$ cat src/rtl/i2c_master_wb_if.sv
// Wishbone register-bus bundle for the I2C master.
//   wb_adr_i  : register address (3 bits)
//   wb_dat_i  : write data (8 bits)
//   wb_dat_o  : registered read data (8 bits)
//   wb_we_i   : 1 = write, 0 = read
//   wb_stb_i  : strobe
//   wb_cyc_i  : bus cycle
//   wb_ack_o  : single-cycle acknowledge
//   wb_inta_o : interrupt request
// master modport = CPU/bus side, slave modport = the I2C master core.
interface i2c_master_wb_if;
  logic [2:0] wb_adr_i;
  logic [7:0] wb_dat_i;
  logic [7:0] wb_dat_o;
  logic       wb_we_i;
  logic       wb_stb_i;
  logic       wb_cyc_i;
  logic       wb_ack_o;
  logic       wb_inta_o;

  modport master (
    output wb_adr_i, wb_dat_i, wb_we_i, wb_stb_i, wb_cyc_i,
    input  wb_dat_o, wb_ack_o, wb_inta_o
  );

  modport slave (
    input  wb_adr_i, wb_dat_i, wb_we_i, wb_stb_i, wb_cyc_i,
    output wb_dat_o, wb_ack_o, wb_inta_o
  );
endinterface

$ cat src/rtl/i2c_master_wb.sv
// Wishbone-slave I2C master: generates START, STOP, byte write and byte read
// (with ACK/NACK) on open-drain SCL/SDA pads.
// Ports:
//   wb_clk_i      system clock
//   arst_i        asynchronous reset, active-low
//   wb_rst_i      synchronous reset, active-high
//   wb            Wishbone register bus (i2c_master_wb_if.slave)
//   scl_pad_i     sampled SCL line
//   scl_pad_o     SCL drive value, constant 0
//   scl_padoen_o  SCL output enable, active-low (1 = released)
//   sda_pad_i     sampled SDA line
//   sda_pad_o     SDA drive value, constant 0
//   sda_padoen_o  SDA output enable, active-low (1 = released)
// Register map: 0 PRER, 1 CTR{EN,IEN}, 2 TXR(w)/RXR(r), 3 CR(w)/SR(r).
// Build option: define I2C_CLK_STRETCH_EN to hold the phase counter while a
// released SCL still reads low (slave clock stretching).
module i2c_master_wb (
  input  logic           wb_clk_i,
  input  logic           arst_i,
  input  logic           wb_rst_i,
  i2c_master_wb_if.slave wb,
  input  logic           scl_pad_i,
  output logic           scl_pad_o,
  output logic           scl_padoen_o,
  input  logic           sda_pad_i,
  output logic           sda_pad_o,
  output logic           sda_padoen_o
);
  typedef enum logic [1:0] {S_IDLE, S_START, S_BIT, S_STOP} state_e;

  state_e     state;
  logic [7:0] prer, txr, rxr, sh, cnt, rd_mux;
  logic       ctr_en, ctr_ien;
  logic       cr_sta, cr_sto, cr_rd, cr_wr, cr_ack;
  logic       sr_rxack, sr_busy, sr_tip, sr_if;
  logic [1:0] phase;
  logic [3:0] bit_cnt;
  logic       sda_s;
  logic       stall, tick, last_phase, wr_acc, cmd_ok, fin;
  logic       scl_nxt, sda_nxt, d_bit;

  assign scl_pad_o = 1'b0;
  assign sda_pad_o = 1'b0;

`ifdef I2C_CLK_STRETCH_EN
  assign stall = scl_padoen_o & ~scl_pad_i;
`else
  logic unused_scl;
  assign unused_scl = scl_pad_i;
  assign stall      = 1'b0;
`endif

  assign tick       = (cnt == prer) & ~stall;
  assign last_phase = tick & (phase == 2'd3);
  assign wr_acc     = wb.wb_cyc_i & wb.wb_stb_i & wb.wb_we_i & wb.wb_ack_o;
  assign cmd_ok     = ctr_en & (state == S_IDLE) & ~sr_tip;

  // Command completes at the end of its final bit; otherwise the FSM chains on.
  assign fin = last_phase & (
                 ((state == S_START) & ~(cr_rd | cr_wr) & ~cr_sto) |
                 ((state == S_BIT) & (bit_cnt == 4'd8) & ~cr_sto) |
                 (state == S_STOP));

  // SDA level for the current data bit; the 9th bit is the acknowledge slot.
  always_comb begin
    if (bit_cnt == 4'd8) d_bit = cr_wr ? 1'b1 : cr_ack;
    else                 d_bit = cr_wr ? sh[7] : 1'b1;
  end

  always_comb begin
    scl_nxt = 1'b1;
    sda_nxt = 1'b1;
    case (state)
      S_START: begin scl_nxt = (phase != 2'd3); sda_nxt = (phase < 2'd2); end
      S_STOP:  begin scl_nxt = (phase != 2'd0); sda_nxt = (phase >= 2'd2); end
      S_BIT:   begin scl_nxt = (phase == 2'd1) | (phase == 2'd2); sda_nxt = d_bit; end
      default: ;
    endcase
  end

  always_comb begin
    case (wb.wb_adr_i)
      3'd0:    rd_mux = prer;
      3'd1:    rd_mux = {ctr_en, ctr_ien, 6'b0};
      3'd2:    rd_mux = rxr;
      3'd3:    rd_mux = {sr_rxack, sr_busy, 4'b0, sr_tip, sr_if};
      default: rd_mux = '0;
    endcase
  end

  always_ff @(posedge wb_clk_i or negedge arst_i) begin
    if (!arst_i) begin
      wb.wb_ack_o <= 1'b0; wb.wb_dat_o <= '0; wb.wb_inta_o <= 1'b0;
      prer <= '0; txr <= '0; rxr <= '0; sh <= '0; cnt <= '0;
      ctr_en <= 1'b0; ctr_ien <= 1'b0;
      {cr_sta, cr_sto, cr_rd, cr_wr, cr_ack} <= '0;
      {sr_rxack, sr_busy, sr_tip, sr_if} <= '0;
      phase <= '0; bit_cnt <= '0; sda_s <= 1'b0; state <= S_IDLE;
      scl_padoen_o <= 1'b1; sda_padoen_o <= 1'b1;
    end else if (wb_rst_i) begin
      wb.wb_ack_o <= 1'b0; wb.wb_dat_o <= '0; wb.wb_inta_o <= 1'b0;
      prer <= '0; txr <= '0; rxr <= '0; sh <= '0; cnt <= '0;
      ctr_en <= 1'b0; ctr_ien <= 1'b0;
      {cr_sta, cr_sto, cr_rd, cr_wr, cr_ack} <= '0;
      {sr_rxack, sr_busy, sr_tip, sr_if} <= '0;
      phase <= '0; bit_cnt <= '0; sda_s <= 1'b0; state <= S_IDLE;
      scl_padoen_o <= 1'b1; sda_padoen_o <= 1'b1;
    end else begin
      wb.wb_ack_o  <= wb.wb_cyc_i & wb.wb_stb_i & ~wb.wb_ack_o;
      wb.wb_inta_o <= ctr_ien & sr_if;
      if (wb.wb_cyc_i & wb.wb_stb_i & ~wb.wb_ack_o) wb.wb_dat_o <= rd_mux;

      if (wr_acc) begin
        case (wb.wb_adr_i)
          3'd0: prer <= wb.wb_dat_i;
          3'd1: begin ctr_en <= wb.wb_dat_i[7]; ctr_ien <= wb.wb_dat_i[6]; end
          3'd2: txr <= wb.wb_dat_i;
          3'd3: begin
            if (wb.wb_dat_i[0]) sr_if <= 1'b0;
            if (cmd_ok && (wb.wb_dat_i[7:4] != 4'b0)) begin
              {cr_sta, cr_sto, cr_rd, cr_wr} <= wb.wb_dat_i[7:4];
              cr_ack <= wb.wb_dat_i[3];
              sr_tip <= 1'b1;
            end
          end
          default: ;
        endcase
      end

      if (!ctr_en) begin
        state <= S_IDLE; sr_tip <= 1'b0; cnt <= '0; phase <= '0;
        scl_padoen_o <= 1'b1; sda_padoen_o <= 1'b1;
      end else begin
        // Pads follow the phase one clock later; in IDLE they hold their last
        // level so SCL stays low between chained bytes.
        if (state != S_IDLE) begin
          {scl_padoen_o, sda_padoen_o} <= {scl_nxt, sda_nxt};
          if (tick) cnt <= '0;
          else if (!stall) cnt <= cnt + 8'd1;
          if (tick) phase <= phase + 2'd1;
          if (tick && phase == 2'd2) sda_s <= sda_pad_i;
        end
        case (state)
          S_IDLE: if (sr_tip) begin
            cnt <= '0; phase <= '0; bit_cnt <= '0; sh <= txr;
            if (cr_sta)              state <= S_START;
            else if (cr_rd | cr_wr)  state <= S_BIT;
            else                     state <= S_STOP;
          end
          S_START: if (last_phase) begin
            sr_busy <= 1'b1;
            if (cr_rd | cr_wr)  state <= S_BIT;
            else if (cr_sto)    state <= S_STOP;
          end
          S_BIT: if (last_phase) begin
            sh      <= {sh[6:0], sda_s};
            bit_cnt <= bit_cnt + 4'd1;
            if (bit_cnt == 4'd8) begin
              if (cr_wr) sr_rxack <= sda_s;
              else       rxr      <= sh;
              if (cr_sto) state <= S_STOP;
            end
          end
          S_STOP: if (last_phase) sr_busy <= 1'b0;
          default: state <= S_IDLE;
        endcase
        if (fin) begin
          state  <= S_IDLE;
          sr_tip <= 1'b0;
          sr_if  <= 1'b1;
          {cr_sta, cr_sto, cr_rd, cr_wr} <= '0;
        end
      end
    end
  end
endmodule

$ cat src/flat_wrapper.sv
// flat-port wrapper written by rule: the top's interface ports become plain ports
module i2c_master_wb_flat 
  (wb_clk_i, arst_i, wb_rst_i, scl_pad_i, scl_pad_o, scl_padoen_o, sda_pad_i, sda_pad_o, sda_padoen_o, wb_wb_adr_i, wb_wb_dat_i, wb_wb_we_i, wb_wb_stb_i, wb_wb_cyc_i, wb_wb_dat_o, wb_wb_ack_o, wb_wb_inta_o);
  i2c_master_wb_if wb_i ();
  input  logic wb_clk_i;
  input  logic arst_i;
  input  logic wb_rst_i;
  input  logic scl_pad_i;
  output logic scl_pad_o;
  output logic scl_padoen_o;
  input  logic sda_pad_i;
  output logic sda_pad_o;
  output logic sda_padoen_o;
  input wire logic [$bits(wb_i.wb_adr_i)-1:0] wb_wb_adr_i;
  input wire logic [$bits(wb_i.wb_dat_i)-1:0] wb_wb_dat_i;
  input wire logic [$bits(wb_i.wb_we_i)-1:0] wb_wb_we_i;
  input wire logic [$bits(wb_i.wb_stb_i)-1:0] wb_wb_stb_i;
  input wire logic [$bits(wb_i.wb_cyc_i)-1:0] wb_wb_cyc_i;
  output wire logic [$bits(wb_i.wb_dat_o)-1:0] wb_wb_dat_o;
  output wire logic [$bits(wb_i.wb_ack_o)-1:0] wb_wb_ack_o;
  output wire logic [$bits(wb_i.wb_inta_o)-1:0] wb_wb_inta_o;
  assign wb_i.wb_adr_i = wb_wb_adr_i;
  assign wb_i.wb_dat_i = wb_wb_dat_i;
  assign wb_i.wb_we_i = wb_wb_we_i;
  assign wb_i.wb_stb_i = wb_wb_stb_i;
  assign wb_i.wb_cyc_i = wb_wb_cyc_i;
  assign wb_wb_dat_o = wb_i.wb_dat_o;
  assign wb_wb_ack_o = wb_i.wb_ack_o;
  assign wb_wb_inta_o = wb_i.wb_inta_o;
  i2c_master_wb u_core (.wb_clk_i(wb_clk_i), .arst_i(arst_i), .wb_rst_i(wb_rst_i), .wb(wb_i), .scl_pad_i(scl_pad_i), .scl_pad_o(scl_pad_o), .scl_padoen_o(scl_padoen_o), .sda_pad_i(sda_pad_i), .sda_pad_o(sda_pad_o), .sda_padoen_o(sda_padoen_o));
endmodule
$ cat config.mk
export PLATFORM = sky130hd
export DESIGN_NAME = i2c_master_wb_flat
export DESIGN_NICKNAME = d
export VERILOG_FILES = /design/src/rtl/i2c_master_wb_if.sv /design/src/rtl/i2c_master_wb.sv /design/src/flat_wrapper.sv
export SDC_FILE = /design/constraint.sdc
export NUM_CORES = 1
export LEC_CHECK = 0
export BUFFER_PORTS_ARGS = -buffer_cell sky130_fd_sc_hd__buf_2
export CAP_MARGIN = 30
export CORE_ASPECT_RATIO = 1.4
export CORE_UTILIZATION = 50
export DETAILED_ROUTE_END_ITERATION = 10
export PLACE_DENSITY = 0.69
export SLEW_MARGIN = 20
export SYNTH_ARGS = -nofsm -noshare
export SYNTH_HDL_FRONTEND = slang
export SYNTH_SLANG_ARGS = --single-unit
$ cat constraint.sdc
create_clock -name wb_clk_i -period 4.7 [get_ports wb_clk_i]
set_clock_uncertainty 0.1 [all_clocks]
set_input_delay 0.705 -clock wb_clk_i [delete_from_list [all_inputs] [get_ports wb_clk_i]]
set_output_delay 0.705 -clock wb_clk_i [all_outputs]
set_load 0.01 [all_outputs]
After elaboration in Yosys (flattened, before gate mapping)

Cells that the tools add are included.

Mux-type cells: 123
Reductions and logical operators: 34
$lt $le $gt $ge: 2
Bitwise gates (word level): 21
$add $sub $neg: 3
Equal/unequal tests: 26

Operators by type and width:

| cell                  | number |
|---|---|
| $mux W8               | 24 |
| $mux W1               | 72 |
| $mux W2               | 16 |
| $pmux W8 S4           | 1 |
| $reduce_bool A2 Y1    | 16 |
| $ne A5 B5 Y1 const B  | 4 |
| $mux W4               | 4 |
| $pmux W8 S2           | 1 |
| $reduce_and A5 Y1     | 3 |
| $and A1 B1 Y1         | 13 |
| $ne A3 B2 Y1 const B  | 4 |
| $ne A4 B4 Y1 const B  | 3 |
| $reduce_and A3 Y1     | 3 |
| $add A8 B1 Y8 const B | 1 |
| $eq A2 B2 Y1 const B  | 4 |
| $eq A8 B8 Y1          | 1 |
| $pmux W4 S2           | 1 |
| $reduce_and A4 Y1     | 2 |
| $eq A3 B2 Y1 const B  | 2 |
| $ne A6 B6 Y1 const B  | 1 |
| $pmux W1 S3           | 2 |
| $pmux W2 S3           | 1 |
| $reduce_and A2 Y1     | 3 |
| $reduce_bool A3 Y1    | 2 |
| other kinds (16)      | 25 |

Output and inout port bits: 14
Bits in registers: 72

Depth between registers and ports, before layout

Gate-level depths: netlist of the first run.

Depth after elaboration: 10
Mapped depth: 8

Worst setup path after synthesis of the first run

OpenSTA, ideal clock, no wires.

Path kind: input port to flip-flop
Start point: input port wb_wb_we_i
End point: register u_core.cr_ack
Stages on the path: 5
Slack: 2.682 ns
Data arrival time: 1.787 ns
Buffers on the path: 0
Cell sequence: nand4_1 nor3b_1 nand4_1 mux2i_1 nor2_1

Cells in the longest elaborated chain, start to end: 4

RTL lines:

| what                                | line                 | text |
|---|---|---|
| start, declared                     | flat_wrapper.sv:16   | `input wire logic [$bits(wb_i.wb_we_i)-1:0] wb_wb_we_i;` |
| $and A1 B1 Y1 (2 in a row)          | i2c_master_wb.sv:55  | `assign wr_acc = wb.wb_cyc_i & wb.wb_stb_i & wb.wb_we_i & wb.wb_ack_o;` |
| $reduce_bool A2 Y1 (no source line) | n/a                  |  |
| $reduce_and A3 Y1 (no source line)  | n/a                  |  |
| end signal, assigned                | i2c_master_wb.sv:122 | `cr_ack <= wb.wb_dat_i[3];` |
| end, declared                       | i2c_master_wb.sv:34  | `logic cr_sta, cr_sto, cr_rd, cr_wr, cr_ack;` |

No other way between the ends.
A chain may end at the register's enable or synchronous reset.

Worst setup path in the final report of the first run

Start point: register u_core.state[0]
End point: register u_core.bit_cnt[0]

Cells in the longest elaborated chain, start to end: 4
Elaborated cells on any way between the ends: 9
Those cells by class: 3 x eq/ne; 3 x mux; 3 x reduce/logical

RTL lines:

| what                                             | line                 | text |
|---|---|---|
| start, declared                                  | i2c_master_wb.sv:31  | `state_e state;` |
| start signal, assigned                           | i2c_master_wb.sv:98  | `phase <= '0; bit_cnt <= '0; sda_s <= 1'b0; state <= S_IDLE;` |
| start signal, assigned                           | i2c_master_wb.sv:106 | `phase <= '0; bit_cnt <= '0; sda_s <= 1'b0; state <= S_IDLE;` |
| start signal, assigned                           | i2c_master_wb.sv:131 | `state <= S_IDLE; sr_tip <= 1'b0; cnt <= '0; phase <= '0;` |
| $eq A2 B2 Y1 or $logic_not A2 Y1 (tied branches) | i2c_master_wb.sv:143 | `case (state)` |
| $pmux W4 S2                                      | i2c_master_wb.sv:143 |  |
| $mux W4                                          | i2c_master_wb.sv:130 | `if (!ctr_en) begin` |
| $mux W4                                          | i2c_master_wb.sv:100 | `end else if (wb_rst_i) begin` |
| end signal, assigned                             | i2c_master_wb.sv:157 | `bit_cnt <= bit_cnt + 4'd1;` |
| end, declared                                    | i2c_master_wb.sv:37  | `logic [3:0] bit_cnt;` |

Several ways; a longest one is shown, not always the timed one. The select of a mux whose other input is x is not followed.

==> results.sh, run 1 <==
export IMPL_fin_hold_ws_ns=0.279
export IMPL_cts_root_buffer="clkbuf_8"
export IMPL_synthesis_area_mm2=0.00380
export IMPL_post_route_period_util=0.575
export IMPL_worstHoldPathType="primary input to asynchronous set/reset pin"
export IMPL_yosysUniqueCellTypes=67
export IMPL_synth_edf_count=0
export IMPL_postRouteAntennaNets=0
export IMPL_power_leakage_nw=1.81
export IMPL_period_needed_ns=2.70
export IMPL_crit_path_start_kind="flip-flop"
export IMPL_row_count=37
export IMPL_rsz0062_at_grt="false"
export IMPL_max_freq_ghz=0.370
export IMPL_ys_seq_area_frac=0.475
export IMPL_drt_pass1_iterations=7
export IMPL_diodes=0
export IMPL_wire_per_inst_um=18.0
export IMPL_die_y_um=105
export IMPL_maxSlewHeadroom=0.508
export IMPL_cts_tree="yes"
export IMPL_cts_hold_buf=0
export IMPL_rr_endpoint="u_core.bit_cnt[0]$_DFFE_PN0P_"
export IMPL_htree_levels=3
export IMPL_worstPathMaxFanout=15
export IMPL_tns_ns=0
export IMPL_ios=33
export IMPL_drt_initial_drc_count=333
export IMPL_antenna_found_initial=0
export IMPL_areaGrowthSynthToFinish_pct=9.09
export IMPL_worst_pin_slew_ns=0.732
export IMPL_reg2reg_from="u_core.state[0]$_DFFE_PN0P_"
export IMPL_rrSetupSlack_ns=2.00
export IMPL_critical_path_class="flip-flop to flip-flop"
export IMPL_fin_nets=418
export IMPL_status="completed"
export IMPL_ys_ff_latch=72
export IMPL_portBuffers=29
export IMPL_core_area_mm2=0.00736
export IMPL_arrival_ns=2.90
export IMPL_cts_inserted_buffers=9
export IMPL_ir_worst_vdd_v=0.000141
export IMPL_slew_violations=0
export IMPL_die_x_um=75.7
export IMPL_avgSynthCellArea_um2=10.4
export IMPL_cp_startpoint="u_core.state[0]$_DFFE_PN0P_"
export IMPL_clk_pin_slew_ns=0.08
export IMPL_endpoint_kind="flip-flop"
export IMPL_powerDensity_mw_per_mm2=265
export IMPL_grt_total_usage=0.251
export IMPL_setup_worst_path_end="u_core.bit_cnt[0]$_DFFE_PN0P_"
export IMPL_initial_utilization=0.516
export IMPL_post_cts_setup_buffer_count=0
export IMPL_dp_hpwl_um=6390
export IMPL_grt_pass1_vias=2764
export IMPL_syn_inst=365
export IMPL_finalHoldViolations=0
export IMPL_vias_per_cell=5.87
export IMPL_cts_resized=0
export IMPL_grt_overflow=0
export IMPL_grt_max_degree=43
export IMPL_grt_pass1_wl_um=14500
export IMPL_cts_buffer_depth=2
export IMPL_drc_errors=0
export IMPL_ys_warn_count=0
export IMPL_drv_cap=0
export IMPL_critPathRequiredTime_ns=4.90
export IMPL_clkSinkCount=72
export IMPL_ys_flop_type="dfrtp_1"
export IMPL_drive_gt1_frac=0.160
export IMPL_wl_um=8810
export IMPL_setup_viol=0
export IMPL_postSynth_asyncResetShare=1.00
export IMPL_rr_worst_depth=6
export IMPL_dieArea_mm2=0.00795
export IMPL_clk_latency_ns=0.36
export IMPL_dr_total_vias=2875
export IMPL_gp_congestion=0.825
[layer usage]
metal	part of all wire	GRT usage	vias up
li1	-	-	1373
met1	0.43	0.315	1421
met2	0.50	0.404	62
met3	0.042	0.0463	19
met4	0.029	0.127	0
met5	0	0	-
[layout by cell type, fill, tap and decap left out, types with 9 or more instances in the layout]
cell      instances
xnor2_1          10
ha_1             11
and3_1            9
a21oi_1          11
inv_1            10
buf_2            29
dfrtp_1          70
nand3_1          18
mux2i_1          26
nand2_1          24
nor2_1           46
clkbuf_8          9
o21ai_0          14
[how the worst min path moves through the flow]
stage	end	slack [ns]	depth (start not counted)
2_1_floorplan	u_core.bit_cnt[0]$_DFFE_PN0P_	0.31	0
3_3_place_gp	u_core.wb.wb_dat_o[2]$_DFFE_PN0P_	0.36	2
3_5_place_dp	u_core.wb.wb_dat_o[3]$_DFFE_PN0P_	0.37	2
4_1_cts	u_core.txr[2]$_DFFE_PN0P_	0.30	1
5_1_grt	u_core.txr[2]$_DFFE_PN0P_	0.35	1
6_report	u_core.txr[2]$_DFFE_PN0P_	0.28	1
[state kept, by name, indices dropped and copies added (netlist names), 2 cells and up]
register / count
u_core.bit_cnt: 4
u_core.cnt: 8
u_core.phase: 2
u_core.prer: 8
u_core.rxr: 8
u_core.sh: 8
u_core.state: 2
u_core.txr: 8
u_core.wb.wb_dat_o: 8
[synthesized netlist by cell type, types with 3 or more instances]
library cell  number  area [um2]
a21oi_1           11        55.1
a221o_1            5        50.1
a22oi_1            5        37.5
a32o_1             6        60.1
a32oi_1            3        26.3
and3_1             9        56.3
buf_2              9        45.0
clkbuf_1           5        18.8
dfrtp_1           70        1750
ha_1              11         138
inv_1             10        37.5
mux2i_1           26         260
nand2_1           24        90.1
nand3_1           18        90.1
nand3b_1           3        22.5
nand4_1            4        25.0
nor2_1            46         173
nor2b_1            6        37.5
nor3_1             4        20.0
o21ai_0           14        70.1
o2bb2ai_1          3        26.3
xnor2_1           10        87.6
xor2_1             4        35.0
[area by class of cell]
type	instances	area (um2)
Clock buffer	11	131
Clock inverter	5	33.8
Fill cell	649	3220
Inverter	11	41.3
Multi-Input combinational cell	264	1860
Sequential cell	72	1800
Tap cell	97	121
Timing Repair Buffer	30	153
[power breakdown]
group	total, mW	switching, mW	internal [mW]	leakage, nW
combinational	0.0511	0.0400	0.0110	0.735
clock	0.428	0.237	0.191	0.0793
sequential	0.620	0.000431	0.620	0.999
total	1.10	0.278	0.821	1.81
[logic make-up (layout without fill, tap and decap cells)]
family          count (synthesis)  in the layout  synth area share
xor+xnor                       16             16            0.0408
mux                            29             29            0.0833
compound gates                 70             70             0.138
fa+ha+maj                      11             11            0.0362
simple gates                  136            136             0.189
flops                          72             72             0.475
other cells                     1              2          0.000987
buf+inv                        30             57            0.0366
[stage by stage]
stage                     power, mW  area [um2]  instances  setup slack, ns  utilization
after floorplan               0.656        3800        366             2.68            -
after global placement        0.683        3980        474             1.89        0.541
after detailed placement      0.684        3980        474             1.83        0.541
after CTS                      1.11        4140        490             1.99        0.563
after global routing           1.14        4140        490             1.82        0.563
final                          1.10        4140        490             2.00        0.563
[critical path, stage by stage, from the launching register on]
cell and delay [ns]:
dfrtp_1 0.49, inv_1 0.17, ha_1 0.53, nand2b_1 0.17
a31oi_1 0.60, a21o_1 0.36, mux2_2 0.22
(Power assumes the default switching activity.)
==> run 2, diff against run 1 <==
ABC_AREA = 1   (was default)
clock period = 2.7 ns   (was 4.7 ns; I/O delays follow)
==> results.sh, run 2 <==
export IMPL_drt_initial_drc_count=247
export IMPL_seqCellArea_mm2=0.00180
export IMPL_fillCellCount=726
export IMPL_arrival_ns=2.36
export IMPL_yosysUniqueCellTypes=39
export IMPL_cp_num_cells=9
export IMPL_synthMuxAreaShare=0
export IMPL_p_int_mw=1.67
export IMPL_synth_edf_count=0
export IMPL_setup_worst_path_end="u_core.cr_sto$_DFF_PN0_"
export IMPL_powerDensity_mw_per_mm2=507
export IMPL_max_freq_ghz=0.452
export IMPL_rsz0062_at_grt="false"
export IMPL_grt_total_usage=0.253
export IMPL_fin_area_mm2=0.00440
export IMPL_pwr_share_clk=0.402
export IMPL_drc_errors=0
export IMPL_ys_warn_count=0
export IMPL_drt_pass1_iterations=5
export IMPL_reg2reg_from="u_core.state[0]$_DFFE_PN0P_"
export IMPL_ys_seq_area_frac=0.459
export IMPL_clkSinkCount=72
export IMPL_wl_um=9480
export IMPL_rr_worst_depth=9
export IMPL_die_x_um=77.0
export IMPL_postRouteAntennaNets=0
export IMPL_grt_max_degree=45
export IMPL_post_cts_setup_buffer_count=0
export IMPL_diodes=0
export IMPL_synthesis_area_mm2=0.00393
export IMPL_dr_total_vias=3469
export IMPL_period_needed_ns=2.21
export IMPL_power_mw=2.23
export IMPL_cts_inserted_buffers=9
export IMPL_rr_endpoint="u_core.cr_sto$_DFF_PN0_"
export IMPL_grt_pass1_wl_um=15900
export IMPL_synth_most_common_cell="nand2_1"
export IMPL_grt_pass1_vias=3336
export IMPL_crit_family="simple AND/OR/NAND/NOR gates"
export IMPL_fin_nets=578
export IMPL_crit_top_cell="nand2_1"
export IMPL_dp_hpwl_um=7040
export IMPL_cts_resized=0
export IMPL_vias_per_cell=5.35
export IMPL_synthSimpleGateAreaFrac=0.280
export IMPL_critPathBufInv=2
export IMPL_worstHoldPathType="primary input to asynchronous set/reset pin"
export IMPL_multi_input_area_mm2=0.00177
export IMPL_power_frac_seq=0.506
export IMPL_antenna_found_initial=0
export IMPL_synth_top_area_share=0.445
export IMPL_portBuffers=29
export IMPL_avgSynthCellArea_um2=7.65
export IMPL_worstPathMaxFanout=7
export IMPL_fin_hold_ws_ns=-0.00563
export IMPL_grt_overflow=0
export IMPL_cts_buffer_depth=2
export IMPL_finalHoldViolations=4
export IMPL_swShare=0.253
export IMPL_critical_path_class="flip-flop to flip-flop"
export IMPL_synth_xor_area_frac=0.00668
export IMPL_maxSlewHeadroom=0.526
export IMPL_ys_ff_latch=72
export IMPL_dieArea_mm2=0.00823
export IMPL_power_leakage_nw=2.23
export IMPL_clk_pin_slew_ns=0.08
export IMPL_crit_path_start_kind="flip-flop"
export IMPL_rrSetupSlack_ns=0.49
export IMPL_cts_hold_buf=0
export IMPL_clk_latency_ns=0.35
export IMPL_worst_pin_slew_ns=0.710
export IMPL_critPathRequiredTime_ns=2.85
export IMPL_syn_inst=514
export IMPL_drv_cap=0
export IMPL_violations="negative hold slack"
export IMPL_power_frac_comb=0.091
export IMPL_wire_per_inst_um=14.6
export IMPL_crit_path_cell_trace="inv_1 > ha_1 > nand2_1 > nor2_1 > nand4_1 > nand2_1 > o21ai_0 > nand2_1 > inv_1"
export IMPL_ios=33
export IMPL_row_count=37
export IMPL_yosys_area_top_type="dfrtp_1"
export IMPL_layout_common_cells="nand2_1, dfrtp_1, inv_1"
export IMPL_setup_viol=0
export IMPL_synth_fa_ha_area_frac=0.0350
export IMPL_utilization=0.587
export IMPL_core_area_mm2=0.00750
export IMPL_synth_compound_area_share=0.128
export IMPL_die_y_um=107
export IMPL_post_route_period_util=0.819
export IMPL_dpl_cell_area_mm2=0.00419
export IMPL_endpoint_kind="flip-flop"
export IMPL_tns_ns=0
export IMPL_gp_congestion=0.905
export IMPL_critPathMaxStageDelay_ns=0.41
export IMPL_layout_commonest_cell="nand2_1"
export IMPL_areaGrowthSynthToFinish_pct=12.0
export IMPL_status="finished, violations left"
export IMPL_cts_root_buffer="clkbuf_8"
export IMPL_synth_common_cells="nand2_1, dfrtp_1, inv_1, nand3_1, o21ai_0"
export IMPL_ys_flop_type="dfrtp_1"
export IMPL_synth_top_family_by_area="simple AND/OR/NAND/NOR gates"
export IMPL_drive_gt1_frac=0.149
export IMPL_ir_worst_vdd_v=0.000296
export IMPL_slew_violations=0
export IMPL_initial_utilization=0.525
export IMPL_synth_area_leaders="dfrtp_1, nand2_1, inv_1"
export IMPL_slowest_stage="dfrtp_1"
export IMPL_htree_levels=3
export IMPL_cts_tree="yes"
export IMPL_cp_startpoint="u_core.state[0]$_DFFE_PN0P_"
export IMPL_p_sw_mw=0.565
export IMPL_postSynth_asyncResetShare=1.00
## run 2: cell count changes after synthesis, sizes merged, moves of 7 or more
cell / change
nand2: +120
inv: +64
o21ai: +36
mux2i: -26
nand3: +25
xnor2: -12
and3: -9
buf: -7
nand4: +7
## run 2: power by group through the flow
stage / logic [mW] / registers [mW] / clock network, mW
finish: 0.203 / 1.13 / 0.899
global route: 0.230 / 1.13 / 0.962
CTS: 0.204 / 1.13 / 0.912
detailed placement: 0.203 / 1.15 / 0
global placement: 0.199 / 1.15 / 0
floorplan: 0.131 / 1.15 / 0
## run 2: cell families after synthesis
| family | count (synthesis) |
|---|---|
| and+or+nand+nor | 254 |
| buffers and inverters | 90 |
| AOI/OAI and AO/OA | 83 |
| DFF | 72 |
| adders and majority gates | 11 |
| xor gates and xnor gates | 3 |
| other | 1 |
## run 2: worst min-delay path by stage
stage	start	end	slack [ns]	depth (start not counted)
2_1_floorplan	arst_i	u_core.bit_cnt[0]$_DFFE_PN0P_	0.009	0
3_3_place_gp	u_core.txr[0]$_DFFE_PN0P_	u_core.txr[0]$_DFFE_PN0P_	0.37	2
3_5_place_dp	u_core.sh[3]$_DFFE_PN0P_	u_core.sh[3]$_DFFE_PN0P_	0.37	2
4_1_cts	arst_i	u_core.wb.wb_dat_o[3]$_DFFE_PN0P_	0.01	1
5_1_grt	arst_i	u_core.wb.wb_dat_o[3]$_DFFE_PN0P_	0.02	1
6_report	arst_i	u_core.wb.wb_dat_o[3]$_DFFE_PN0P_	-0.006	1
## run 2: layout make-up
type                       instances  share of cell area
clock buffer                      13              0.0384
timing repair buffer              36              0.0477
multi-input combinational        353               0.403
tap                               97              0.0276
inverter                          76              0.0653
sequential                        72               0.410
clock inverter                     2             0.00852
## run 2: per-layer routing
metal | track usage | vias up | share of wire
met3 | 0.0400 | 15 | 0.045
met4 | 0.102 | 0 | 0.021
met2 | 0.429 | 86 | 0.50
li1 | - | 1734 | -
met5 | 0 | - | 0
met1 | 0.321 | 1634 | 0.43
## run 2: through the flow
stage          setup WS [ns]  instances
6_report               0.487        649
5_1_grt                0.322        649
4_1_cts                0.513        648
3_5_place_dp           0.516        633
3_3_place_gp           0.628        633
2_1_floorplan          0.946        515
## run 2: worst register-to-register path, stage by stage (launching register included)
cell and delay (ns):
dfrtp_1 0.41, inv_1 0.18, ha_1 0.33, nand2_1 0.15, nor2_1 0.18, nand4_1 0.32
nand2_1 0.24, o21ai_0 0.10, nand2_1 0.08, inv_1 0.04
==> run 3, diff against run 2 <==
ABC_AREA = 0   (was 1)
clock period = 2.16 ns   (was 2.7 ns; I/O delays follow)
==> results.sh, run 3 (synthesized netlist as in run 1, its figures left out) <==
export IMPL_status="completed"
export IMPL_antenna_found_initial=0
export IMPL_drt_pass1_iterations=4
export IMPL_critPathRequiredTime_ns=2.31
export IMPL_ir_worst_vdd_v=0.000427
export IMPL_gp_congestion=0.825
export IMPL_drt_initial_drc_count=194
export IMPL_dieArea_mm2=0.00795
export IMPL_core_area_mm2=0.00736
export IMPL_dp_hpwl_um=6740
export IMPL_areaGrowthSynthToFinish_pct=16.1
export IMPL_post_route_period_util=0.939
export IMPL_layout_commonest_cell="dfrtp_1"
export IMPL_clk_pin_slew_ns=0.08
export IMPL_wl_um=9120
export IMPL_critical_path_class="flip-flop to flip-flop"
export IMPL_grt_overflow=0
export IMPL_slew_violations=0
export IMPL_ios=33
export IMPL_setup_viol=0
export IMPL_diodes=0
export IMPL_powerDensity_mw_per_mm2=597
export IMPL_die_y_um=105
export IMPL_clk_latency_ns=0.36
export IMPL_grt_total_usage=0.257
export IMPL_initial_utilization=0.516
export IMPL_period_needed_ns=2.03
export IMPL_max_freq_ghz=0.493
export IMPL_vias_per_cell=5.73
export IMPL_grt_pass1_vias=2923
export IMPL_tns_ns=0
export IMPL_portBuffers=29
export IMPL_fin_ws_ns=0.131
export IMPL_postRouteAntennaNets=0
export IMPL_drc_errors=0
export IMPL_cts_inserted_buffers=9
export IMPL_power_leakage_nw=1.98
export IMPL_power_mw=2.63
export IMPL_fin_nets=444
export IMPL_htree_levels=3
export IMPL_dr_total_vias=2958
export IMPL_dpl_worst_slack_ns=0.0795
export IMPL_row_count=37
export IMPL_layout_common_cells="dfrtp_1, nor2_1, buf_2"
export IMPL_arrival_ns=2.18
export IMPL_cts_root_buffer="clkbuf_8"
export IMPL_die_x_um=75.7
export IMPL_crit_path_start_kind="flip-flop"
export IMPL_worstPathMaxFanout=10
export IMPL_grt_pass1_wl_um=14800
export IMPL_drv_cap=0
export IMPL_cts_tree="yes"
export IMPL_drive_gt1_frac=0.217
export IMPL_cts_buffer_depth=2
export IMPL_finalHoldViolations=0
export IMPL_worstHoldPathType="primary input to flip-flop"
export IMPL_rsz0062_at_grt="false"
export IMPL_clkSinkCount=72
export IMPL_endpoint_kind="flip-flop"
export IMPL_wire_per_inst_um=17.7
export IMPL_utilization=0.599
export IMPL_grt_max_degree=73
==> run 3: cell count changes in the layout (fill, tap and decap cells not counted), moves of 9 or more <==
cell / change
xnor2_1: +10
inv_1: -55
mux2i_1: +26
buf_4: +20
nand3_1: -26
nand2_1: -116
o21ai_0: -26
and3_1: +9
==> run 3: power breakdown <==
part | switching [mW] | internal, mW | leakage (nW) | total [mW]
clock | 0.514 | 0.646 | 0.110 | 1.16
combinational | 0.0887 | 0.0351 | 0.870 | 0.124
sequential | 0.000917 | 1.35 | 0.999 | 1.35
==> run 3: stage by stage <==
step                cell area (um2)  cells  hold slack (ns)
finish                         4410    516            0.132
global route                   4410    516            0.144
CTS                            4390    515            0.118
detailed placement             4170    498            0.285
global placement               4170    498            0.281
floorplan                      3800    366          -0.0716
==> run 3: final cells by class <==
cell class	instances	area, um2
Multi-Input combinational cell	264	1870
Tap cell	97	121
Clock buffer	10	128
Inverter	11	41.3
Clock inverter	6	83.8
Sequential cell	72	1800
Timing Repair Buffer	56	363
Fill cell	637	2950
==> run 3: worst paths after layout <==
path | from | to | slack [ns] | cells after the start
min in group asynchronous | arst_i | u_core.wb.wb_dat_o[4]$_DFFE_PN0P_ | 0.42 | 3
worst max-delay path | u_core.prer[3]$_DFFE_PN0P_ | u_core.sh[4]$_DFFE_PN0P_ | 0.13 | 5
worst min register to register | u_core.wb.wb_dat_o[3]$_DFFE_PN0P_ | u_core.wb.wb_dat_o[3]$_DFFE_PN0P_ | 0.38 | 2
worst max register to register | u_core.prer[3]$_DFFE_PN0P_ | u_core.sh[4]$_DFFE_PN0P_ | 0.13 | 5
max in group asynchronous | arst_i | u_core.sda_padoen_o$_DFFE_PN1P_ | 1.21 | 3
worst min-delay path | wb_wb_dat_i[2] | u_core.prer[2]$_DFFE_PN0P_ | 0.13 | 3
==> run 3: layer usage <==
layer,GRT usage,part of all wire
met5,0,0
met4,0.111,0.027
met3,0.0473,0.030
met2,0.421,0.51
met1,0.323,0.43
==> run 3: critical path: stages (launching register included) <==
cell	delay, ns
dfrtp_1	0.44
xnor2_1	0.25
and4_1	0.29
nand3_2	0.15
a21o_1	0.30
a221o_1	0.39
==> run 3: repair_timing <==
action	CTS	global route
hold buffers	1	0
endpoints found under the hold margin	70	0
gates resized for setup	0	3
buffers inserted	0	1
endpoints found under the setup margin	0	14
